[src/rtl/bus_pkg.sv]
// Shared definitions for the two-master bus arbiter: FSM encodings,
// master indices and the data pattern returned on a watchdog abort.
package bus_pkg;

    // Arbiter ownership state
    typedef enum logic [1:0] {
        IDLE = 2'd0,
        OWN0 = 2'd1,
        OWN1 = 2'd2
    } bus_state_e;

    // Master indices (also the encoding of last_owner / err_master)
    localparam logic M_CPU = 1'b0;
    localparam logic M_AUX = 1'b1;

    // All-ones read data handed to a master whose transfer was aborted;
    // consumers slice off the low DW bits.
    localparam int unsigned BUS_MAX_DW     = 1024;
    localparam logic [BUS_MAX_DW-1:0] BUS_ABORT_DATA = '1;

endpackage : bus_pkg

[src/rtl/bus_watchdog.sv]
// Per-transfer stall counter. Counts enabled cycles since the last clear
// and flags expiry combinationally in the enabled cycle that would be the
// TIMEOUT-th stall. TIMEOUT=0 removes the counter and never expires.
module bus_watchdog #(
    parameter int unsigned TIMEOUT = 255
) (
    input  logic clk,
    input  logic reset_n,
    input  logic i_clr,
    input  logic i_en,
    output logic o_expire_c
);

    generate
        if (TIMEOUT == 0) begin : g_off
            // Watchdog disabled: nothing ever expires
            assign o_expire_c = 1'b0;
        end else begin : g_on
            localparam int unsigned CW = (TIMEOUT > 1) ? $clog2(TIMEOUT) : 1;
            localparam logic [CW-1:0] LAST = CW'(TIMEOUT - 1);

            logic [CW-1:0] r_cnt;

            // Stall counter; clear has priority so an expiring cycle resets it
            always_ff @(posedge clk or negedge reset_n) begin
                if (!reset_n) begin
                    r_cnt <= '0;
                end else if (i_clr) begin
                    r_cnt <= '0;
                end else if (i_en) begin
                    r_cnt <= r_cnt + CW'(1);
                end
            end

            assign o_expire_c = i_en && (r_cnt == LAST);
        end
    endgenerate

endmodule : bus_watchdog

[src/rtl/bus_arbiter2.sv]
// Two-master / one-slave bus arbiter with registered round-robin grant,
// one idle bubble between transfers and a per-transfer stall watchdog.
// Optional macro BUS_LOCK_EN adds m0_lock, letting master 0 chain
// transfers without re-arbitration (read-modify-write atomics).
module bus_arbiter2
    import bus_pkg::*;
#(
    parameter int unsigned AW      = 32,
    parameter int unsigned DW      = 32,
    parameter int unsigned TIMEOUT = 255
) (
    input  logic              clk,
    input  logic              reset_n,
`ifdef BUS_LOCK_EN
    input  logic              m0_lock,
`endif
    input  logic [AW-1:0]     m0_address,
    input  logic              m0_read,
    input  logic              m0_write,
    input  logic [DW-1:0]     m0_writedata,
    input  logic [DW/8-1:0]   m0_byteenable,
    output logic [DW-1:0]     m0_readdata,
    output logic              m0_waitrequest,
    input  logic [AW-1:0]     m1_address,
    input  logic              m1_read,
    input  logic              m1_write,
    input  logic [DW-1:0]     m1_writedata,
    input  logic [DW/8-1:0]   m1_byteenable,
    output logic [DW-1:0]     m1_readdata,
    output logic              m1_waitrequest,
    output logic [AW-1:0]     s_address,
    output logic              s_read,
    output logic              s_write,
    output logic [DW-1:0]     s_writedata,
    output logic [DW/8-1:0]   s_byteenable,
    input  logic [DW-1:0]     s_readdata,
    input  logic              s_waitrequest,
    output logic [1:0]        grant,
    output logic              bus_error,
    output logic              err_master
);

    localparam int unsigned BW = DW / 8;
    localparam logic [DW-1:0] ABORT_DATA = BUS_ABORT_DATA[DW-1:0];

    bus_state_e r_state;
    bus_state_e w_state_nxt;
    logic       r_last_owner;
    logic       r_err_master;
    logic       r_bus_error;

    logic       w_req0;
    logic       w_req1;
    logic       w_owning;
    logic       w_owner;
    logic       w_own_req;
    logic       w_stall;
    logic       w_done;
    logic       w_drop;
    logic       w_abort;
    logic       w_wd_clr;
    logic       w_lock;

    // Request decode and per-cycle transfer status of the current owner
    assign w_req0    = m0_read | m0_write;
    assign w_req1    = m1_read | m1_write;
    assign w_owning  = (r_state == OWN0) || (r_state == OWN1);
    assign w_owner   = (r_state == OWN1) ? M_AUX : M_CPU;
    assign w_own_req = (r_state == OWN1) ? w_req1 : w_req0;
    assign w_stall   = w_owning && w_own_req && s_waitrequest;
    assign w_done    = w_owning && w_own_req && !s_waitrequest;
    assign w_drop    = w_owning && !w_own_req;
    assign w_wd_clr  = !w_owning || w_done || w_drop || w_abort;

`ifdef BUS_LOCK_EN
    assign w_lock = m0_lock;
`else
    assign w_lock = 1'b0;
`endif

    bus_watchdog #(
        .TIMEOUT    (TIMEOUT)
    ) u_watchdog (
        .clk        (clk),
        .reset_n    (reset_n),
        .i_clr      (w_wd_clr),
        .i_en       (w_stall),
        .o_expire_c (w_abort)
    );

    // State register
    always_ff @(posedge clk or negedge reset_n) begin
        if (!reset_n) begin
            r_state <= IDLE;
        end else begin
            r_state <= w_state_nxt;
        end
    end

    // Next-state arbitration and owner-muxed datapath
    always_comb begin
        w_state_nxt    = r_state;
        s_address      = '0;
        s_read         = 1'b0;
        s_write        = 1'b0;
        s_writedata    = '0;
        s_byteenable   = '0;
        m0_readdata    = '0;
        m0_waitrequest = 1'b1;
        m1_readdata    = '0;
        m1_waitrequest = 1'b1;

        case (r_state)
            IDLE: begin
                if (w_req0 && w_req1) begin
                    w_state_nxt = (r_last_owner == M_CPU) ? OWN1 : OWN0;
                end else if (w_req0) begin
                    w_state_nxt = OWN0;
                end else if (w_req1) begin
                    w_state_nxt = OWN1;
                end
            end

            OWN0: begin
                s_address      = m0_address;
                s_read         = m0_read  && !w_abort;
                s_write        = m0_write && !w_abort;
                s_writedata    = m0_writedata;
                s_byteenable   = m0_byteenable;
                m0_readdata    = w_abort ? ABORT_DATA : s_readdata;
                m0_waitrequest = w_abort ? 1'b0 : s_waitrequest;
                if (w_abort || w_drop) begin
                    w_state_nxt = IDLE;
                end else if (w_done) begin
                    w_state_nxt = w_lock ? OWN0 : IDLE;
                end
            end

            OWN1: begin
                s_address      = m1_address;
                s_read         = m1_read  && !w_abort;
                s_write        = m1_write && !w_abort;
                s_writedata    = m1_writedata;
                s_byteenable   = m1_byteenable;
                m1_readdata    = w_abort ? ABORT_DATA : s_readdata;
                m1_waitrequest = w_abort ? 1'b0 : s_waitrequest;
                if (w_abort || w_drop || w_done) begin
                    w_state_nxt = IDLE;
                end
            end

            default: begin
                w_state_nxt = IDLE;
            end
        endcase
    end

    // Round-robin history and abort reporting
    always_ff @(posedge clk or negedge reset_n) begin
        if (!reset_n) begin
            r_last_owner <= M_AUX;
            r_err_master <= M_CPU;
            r_bus_error  <= 1'b0;
        end else begin
            r_bus_error <= w_abort;
            if (w_abort) begin
                r_err_master <= w_owner;
                r_last_owner <= w_owner;
            end else if (w_done) begin
                r_last_owner <= w_owner;
            end
        end
    end

    assign grant      = {r_state == OWN1, r_state == OWN0};
    assign bus_error  = r_bus_error;
    assign err_master = r_err_master;

    // Byte-lane width is tied to the data width
    if (BW * 8 != DW) begin : g_bad_dw
        $error("DW must be a multiple of 8");
    end

endmodule : bus_arbiter2

[config.mk]
export PLATFORM = sky130hd
export DESIGN_NAME = bus_arbiter2
export DESIGN_NICKNAME = d
export VERILOG_FILES = /design/src/rtl/bus_pkg.sv /design/src/rtl/bus_watchdog.sv /design/src/rtl/bus_arbiter2.sv
export SDC_FILE = /design/constraint.sdc
export NUM_CORES = 1
export LEC_CHECK = 0
export CORE_AREA = 2 2 123 125
export DETAILED_ROUTE_END_ITERATION = 6
export DIE_AREA = 0 0 125 127
export PLACE_DENSITY_LB_ADDON = 0.08
export SYNTH_ARGS = -nofsm -noshare
export SYNTH_HDL_FRONTEND = slang
export SYNTH_SLANG_ARGS = --single-unit
[constraint.sdc]
create_clock -name clk -period 4.74 [get_ports clk]
set_input_delay 0.948 -clock clk [delete_from_list [all_inputs] [get_ports clk]]
set_output_delay 0.948 -clock clk [all_outputs]
set_load 0.03 [all_outputs]
# Word level (Yosys, flattened, before mapping)
# Index checks and enable logic that the tools add are counted.
# totals
regBits	13
out_inout_bits	140
elab_cells	63
# op_classes
n_addsub	1
n_eq_ne	6
muxes	25
bitwise	2
reduce_logical	24
# op_table
operator	n
$pmux W32 S2	2
$mux W32	3
$mux W8	2
$mux W2	7
$logic_and A1 B1 Y1	10
$add A8 B1 Y8 const B	1
$eq A8 B8 Y1 const B	1
$pmux W4 S2	1
$mux W1	7
$logic_or A1 B1 Y1	6
$pmux W2 S3	1
$logic_not A1 Y1	4
$ne A4 B4 Y1 const B	1
$pmux W1 S2	2
$reduce_bool A2 Y1	2
$ne A3 B1 Y1 const B	1
$reduce_and A3 Y1	1
$eq A2 B1 Y1 const B	1
$eq A2 B2 Y1 const B	1
$logic_not A2 Y1	1
$ne A2 B1 Y1 const B	1
$or A1 B1 Y1	2

# Depth between registers and ports, before layout
# logic_depth
depth_word	9
mapped_depth	9

# By module
# A second synthesis with hierarchy kept.
# hier_totals
cells_unflattened	318
area_unflattened_um2	2377.3
# modules_own_cells
mod	n_inst	cells_each	area_each_um2	seq_area_each_um2
bus_arbiter2	1	277	1965.6	126.4
bus_watchdog	1	41	411.6	200.2

# Least setup slack after synthesis
# No wires, ideal clock.
# synth_path
path_type	in2out
start	input port m1_write
end	output port s_read
arrival_time_ns	2.363
required_ns	3.792
setup_slack_ns	1.429
path_stages	6
n_path_buf	2
path_cell_list	o21ai_1 -> a21oi_2 -> and3_1 -> buf_4 -> buf_4 -> nor3_1
# synth_between
elab_chain_len	8
elab_cells_between_ends	9
classes_between	mux (2); bitwise (1); reduce/logical (6)
# synth_lines
item	line_no	text
start: declaration	bus_arbiter2.sv:26	input logic m1_write,
$or A1 B1 Y1 *	bus_arbiter2.sv:66	assign w_req1 = m1_read | m1_write;
$mux W1 *	bus_arbiter2.sv:69	assign w_own_req = (r_state == OWN1) ? w_req1 : w_req0;
$logic_and A1 B1 Y1 * (2 in a row)	bus_arbiter2.sv:70	assign w_stall = w_owning && w_own_req && s_waitrequest;
$logic_and A1 B1 Y1 *	bus_watchdog.sv:35	assign o_expire_c = i_en && (r_cnt == LAST);
net u_watchdog.o_expire_c	bus_watchdog.sv:11	output logic o_expire_c
$logic_not A1 Y1 *	bus_arbiter2.sv:126, bus_arbiter2.sv:141	
$logic_and A1 B1 Y1 (on tied branches)	bus_arbiter2.sv:141, bus_arbiter2.sv:126	
$pmux W1 S2 *	bus_arbiter2.sv:113	case (r_state)
end: declaration	bus_arbiter2.sv:32	output logic s_read,
# Mark *: on every way through the listed nets, which the timed path passes. The rest lies on a longest branch.

# Worst setup path in the final report
# layout_path
start	input port m1_write
end	output port m1_readdata[13]
# layout_between
elab_chain_len	7
# layout_lines
item	line_no	text
$or A1 B1 Y1	bus_arbiter2.sv:66	
$mux W1	bus_arbiter2.sv:69	
$logic_and A1 B1 Y1 (2 in a row)	bus_arbiter2.sv:70	
$logic_and A1 B1 Y1	bus_watchdog.sv:35	
$mux W32	bus_arbiter2.sv:145	m1_readdata = w_abort ? ABORT_DATA : s_readdata;
$mux W32	bus_arbiter2.sv:113	
end: declaration	bus_arbiter2.sv:29	output logic [DW-1:0] m1_readdata,
# No other way between the ends.

==> summary.md <==
| Metric | Value |
|---|---|
| Tightest Pin Transition | `0.996 ns` |
| Post-Route Utilization | `0.384` |
| GP Congestion | `0.845` |
| Setup WS pre-CTS | `0.525 ns` |
| # diodes | `0` |
| CTS clock-pin slew for the worst setup and hold paths | `0.04 ns` |
| First-pass GRT wire length | `20300 um` |
| Post-synth EDFFs | `0` |
| Final period utilization | `0.891` |
| Setup WS post-layout | `0.518 ns` |
| Core area | `0.0144 mm^2` |
| M1 GR Usage | `0.176` |
| Fin crit period | `4.22 ns` |
| Seq pwr share | `0.055` |
| Synth Area in Compound Gates | `0.491` |
| Req. time, crit path | `3.79 ns` |
| Vias after detailed routing | `3514` |
| Setup TNS Final | `0 ns` |
| Hold WS | `0.482 ns` |
| Die area | `0.0159 mm^2` |
| Final net count | `780` |
| Initial Utilization | `0.150` |
| Simple-gate area share of the yosys netlist | `0.174` |
| Total Wirelength | `13800 um` |
| Multiplexer share of the synthesized area | `0.0306` |
| Status | `finished, final reports clean` |
| Gate Count Post-Synth | `314` |
| Fin. Hold Viols | `0` |
| Gr usage total | `0.159` |
| Total Power | `2.61 mW` |
| CTS Sinks | `13` |
| Top FF cell, synth | `dfrtp_1` |
| Pre-antenna DRT Iters | `4` |
| Cells after DPL | `778` |
| Global route hottest layer | `met2` |
| CTS root buf | `clkbuf_16` |
| Pwr dens | `471 mW/mm^2` |
| Post-Synth Adder-Cell Area | `0.0347` |
| Hold-fix buffers, CTS | `0` |
| Post-DP HPWL | `10900 um` |
| Slew Limit Fails | `0` |
| Yosys warnings | `0` |
| Largest net degree at the start of global routing | `91` |
| Syn_nets | `495` |
| Logic pwr share | `0.885` |
| Finished Layout Cells | `782` |
| Fmax | `237 MHz` |
| Worst Path Arrival | `3.27 ns` |
| P_leak | `1.94 nW` |
| Unique cell type count in the Yosys netlist | `31` |
| Crit path launch type | `input pin` |
| Clk_skew | `0.00212 ns` |
| Post-CTS Resized | `0` |
| Int Pwr | `1.18 mW` |
| Initial antenna violation count | `0` |
| M3 GR Usage | `0.0268` |
| P&R area growth vs syn | `156%` |
| CP max FO | `36` |
| Iteration-0 DRC count of the detailed router | `150` |
| CP endpoint kind | `output pin` |
| Post-DRT Antenna Nets | `0` |
| Clock Latency Late Sink | `0.24 ns` |
| # rows | `44` |
| Htree depth | `1` |
| Die X | `125 um` |
| Finished Cell Area | `0.00554 mm^2` |
| Wirelength per Cell | `17.7 um` |
| RSZ-0062 raised after global routing | `no` |
| VDD IR-drop max | `282 uV` |
| Worst Hold Class | `reg -> reg` |
| Ys async rst share | `1.00` |
| CP delay by family, top | `buffers and inverters` |
| Syn Area/Cell | `6.90 um^2` |
| Synth Register Bits | `13` |
| Met2 Track Usage GR | `0.319` |
| Slowest Stage Delay on Critical Path | `0.68 ns` |
| Die Y | `127 um` |
| Slew HR | `0.336` |
| Post-route DRC violation count | `0` |
| CP Class | `in -> out` |
| Sw Share | `0.550` |
| IO Pins | `315` |
| Sequential area share after synthesis | `0.151` |
| Clk buf depth | `2` |
| Final count of negative-setup-slack endpoints | `0` |
| Clock power frac | `0.060` |
| Total global routing overflow | `0` |
| Setup Fix Bufs, Post-CTS | `0` |
| Worst-path cell chain | `clkdlybuf4s50_1 > o21ai_1 > a21oi_2 > and3_2 > buf_12 > o21a_1 > clkdlybuf4s50_1` |
| Slowest-stage cell, CP | `clkdlybuf4s50_1` |
| Largest family of logic cells by synthesized area | `compound AO/OA/AOI/OAI gates` |
| Vias in the first global route | `3435` |
| Number of CTS-inserted buffers | `3` |
| Cell Area, Synth | `0.00217 mm^2` |
| CP dominant cell by count | `clkdlybuf4s50_1` |
| XOR/XNOR share of the synthesized area | `0.0243` |
| Buf/Inv on CP | `3` |
| TritonCTS clock tree | `done` |
| Via density | `4.49` |
| Port buffer count | `314` |
| Psw | `1.43 mW` |
| Layout cell share with drive strength beyond 1 | `0.0268` |
| Placed inst area | `0.00546 mm^2` |
| Max-Cap Viols | `0` |
==> cell usage in the layout, fill, tap and decap left out, types with 3 or more instances in the layout <==
cell             instances
buf_12                   3
clkbuf_16                3
nor2_1                  82
nand3_1                  5
o21a_1                  64
o21ai_0                  5
inv_1                    5
dfrtp_1                 12
clkdlybuf4s50_1        314
ha_1                     4
mux2i_1                  4
a22oi_1                 68
xnor2_1                  3
xor2_1                   3
==> worst reg2reg max path: stages (launching register included) <==
cell	delay, ns
dfrtp_1	0.41
inv_1	0.15
ha_4	0.47
buf_12	0.37
inv_1	0.11
o31a_1	0.29
a32oi_1	0.31
mux2i_1	0.23
==> synthesized netlist by cell type (2+ instances only) <==
| cell | n | area [um^2] |
|---|---|---|
| buf_2 | 2 | 10.0 |
| nand3_1 | 5 | 25.0 |
| xnor2_1 | 3 | 26.3 |
| mux2i_1 | 4 | 40.0 |
| a22oi_1 | 68 | 510 |
| and3_1 | 2 | 12.5 |
| clkbuf_1 | 28 | 105 |
| o21ai_0 | 5 | 25.0 |
| nor2_1 | 82 | 308 |
| buf_4 | 7 | 52.6 |
| inv_1 | 5 | 18.8 |
| o21a_1 | 64 | 480 |
| nand2_1 | 2 | 7.51 |
| dfrtp_1 | 12 | 300 |
| xor2_1 | 3 | 26.3 |
| ha_1 | 6 | 75.1 |
| nor3_1 | 2 | 10.0 |
==> routing by layer <==
layer / part of all wire / vias up / wire, um
li1: - / 1709 / -
met1: 0.38 / 1664 / 5240
met2: 0.55 / 129 / 7670
met3: 0.050 / 12 / 691
met4: 0.016 / 0 / 226
met5: 0 / - / 0
==> cell type report <==
type | instances | area (um^2)
multi-input cells | 256 | 1660
inverters | 6 | 22.5
flip-flops and latches | 13 | 327
fillers | 1485 | 8890
well taps | 184 | 230
repair buffers | 319 | 3220
clock buffers | 4 | 78.8
==> flip-flops by register name, indices dropped and copies added, names as in the netlist <==
name                   count
bus_error                  1
err_master                 1
r_last_owner               1
r_state                    2
u_watchdog.g_on.r_cnt      8
==> path summary, 6_finish.rpt <==
path	from	endpoint	slack, ns	depth (start not counted)
hold reg to reg	u_watchdog.g_on.r_cnt[0]$_DFFE_PN0P_	u_watchdog.g_on.r_cnt[0]$_DFFE_PN0P_	0.48	1
setup / recovery	m1_write	m1_readdata[13]	0.52	7
hold / removal	u_watchdog.g_on.r_cnt[0]$_DFFE_PN0P_	u_watchdog.g_on.r_cnt[0]$_DFFE_PN0P_	0.48	1
min in group asynchronous	reset_n	u_watchdog.g_on.r_cnt[0]$_DFFE_PN0P_	1.08	1
max in group asynchronous	reset_n	bus_error$_DFF_PN0_	3.27	1
setup reg to reg	r_state[1]$_DFFE_PN0P_	r_state[1]$_DFFE_PN0P_	2.31	7
==> kinds of logic (layout without fill, tap and decap cells) <==
family                     count (synthesis)  count (layout)
AOI/OAI and AO/OA                        143             143
DFF                                       13              13
xor gates and xnor gates                   6               6
adders and majority gates                  6               6
muxes                                      6               6
buffers and inverters                     45             329
and+or+nand+nor                           95              95
==> power by group through the flow <==
stage | sequential (mW) | combinational (mW) | clock [mW]
finish | 0.144 | 2.31 | 0.156
global route | 0.147 | 2.45 | 0.168
CTS | 0.144 | 2.34 | 0.162
detailed placement | 0.145 | 2.34 | 0
global placement | 0.145 | 2.33 | 0
floorplan | 0.140 | 1.38 | 0
Power figures use the tool's default switching activity.
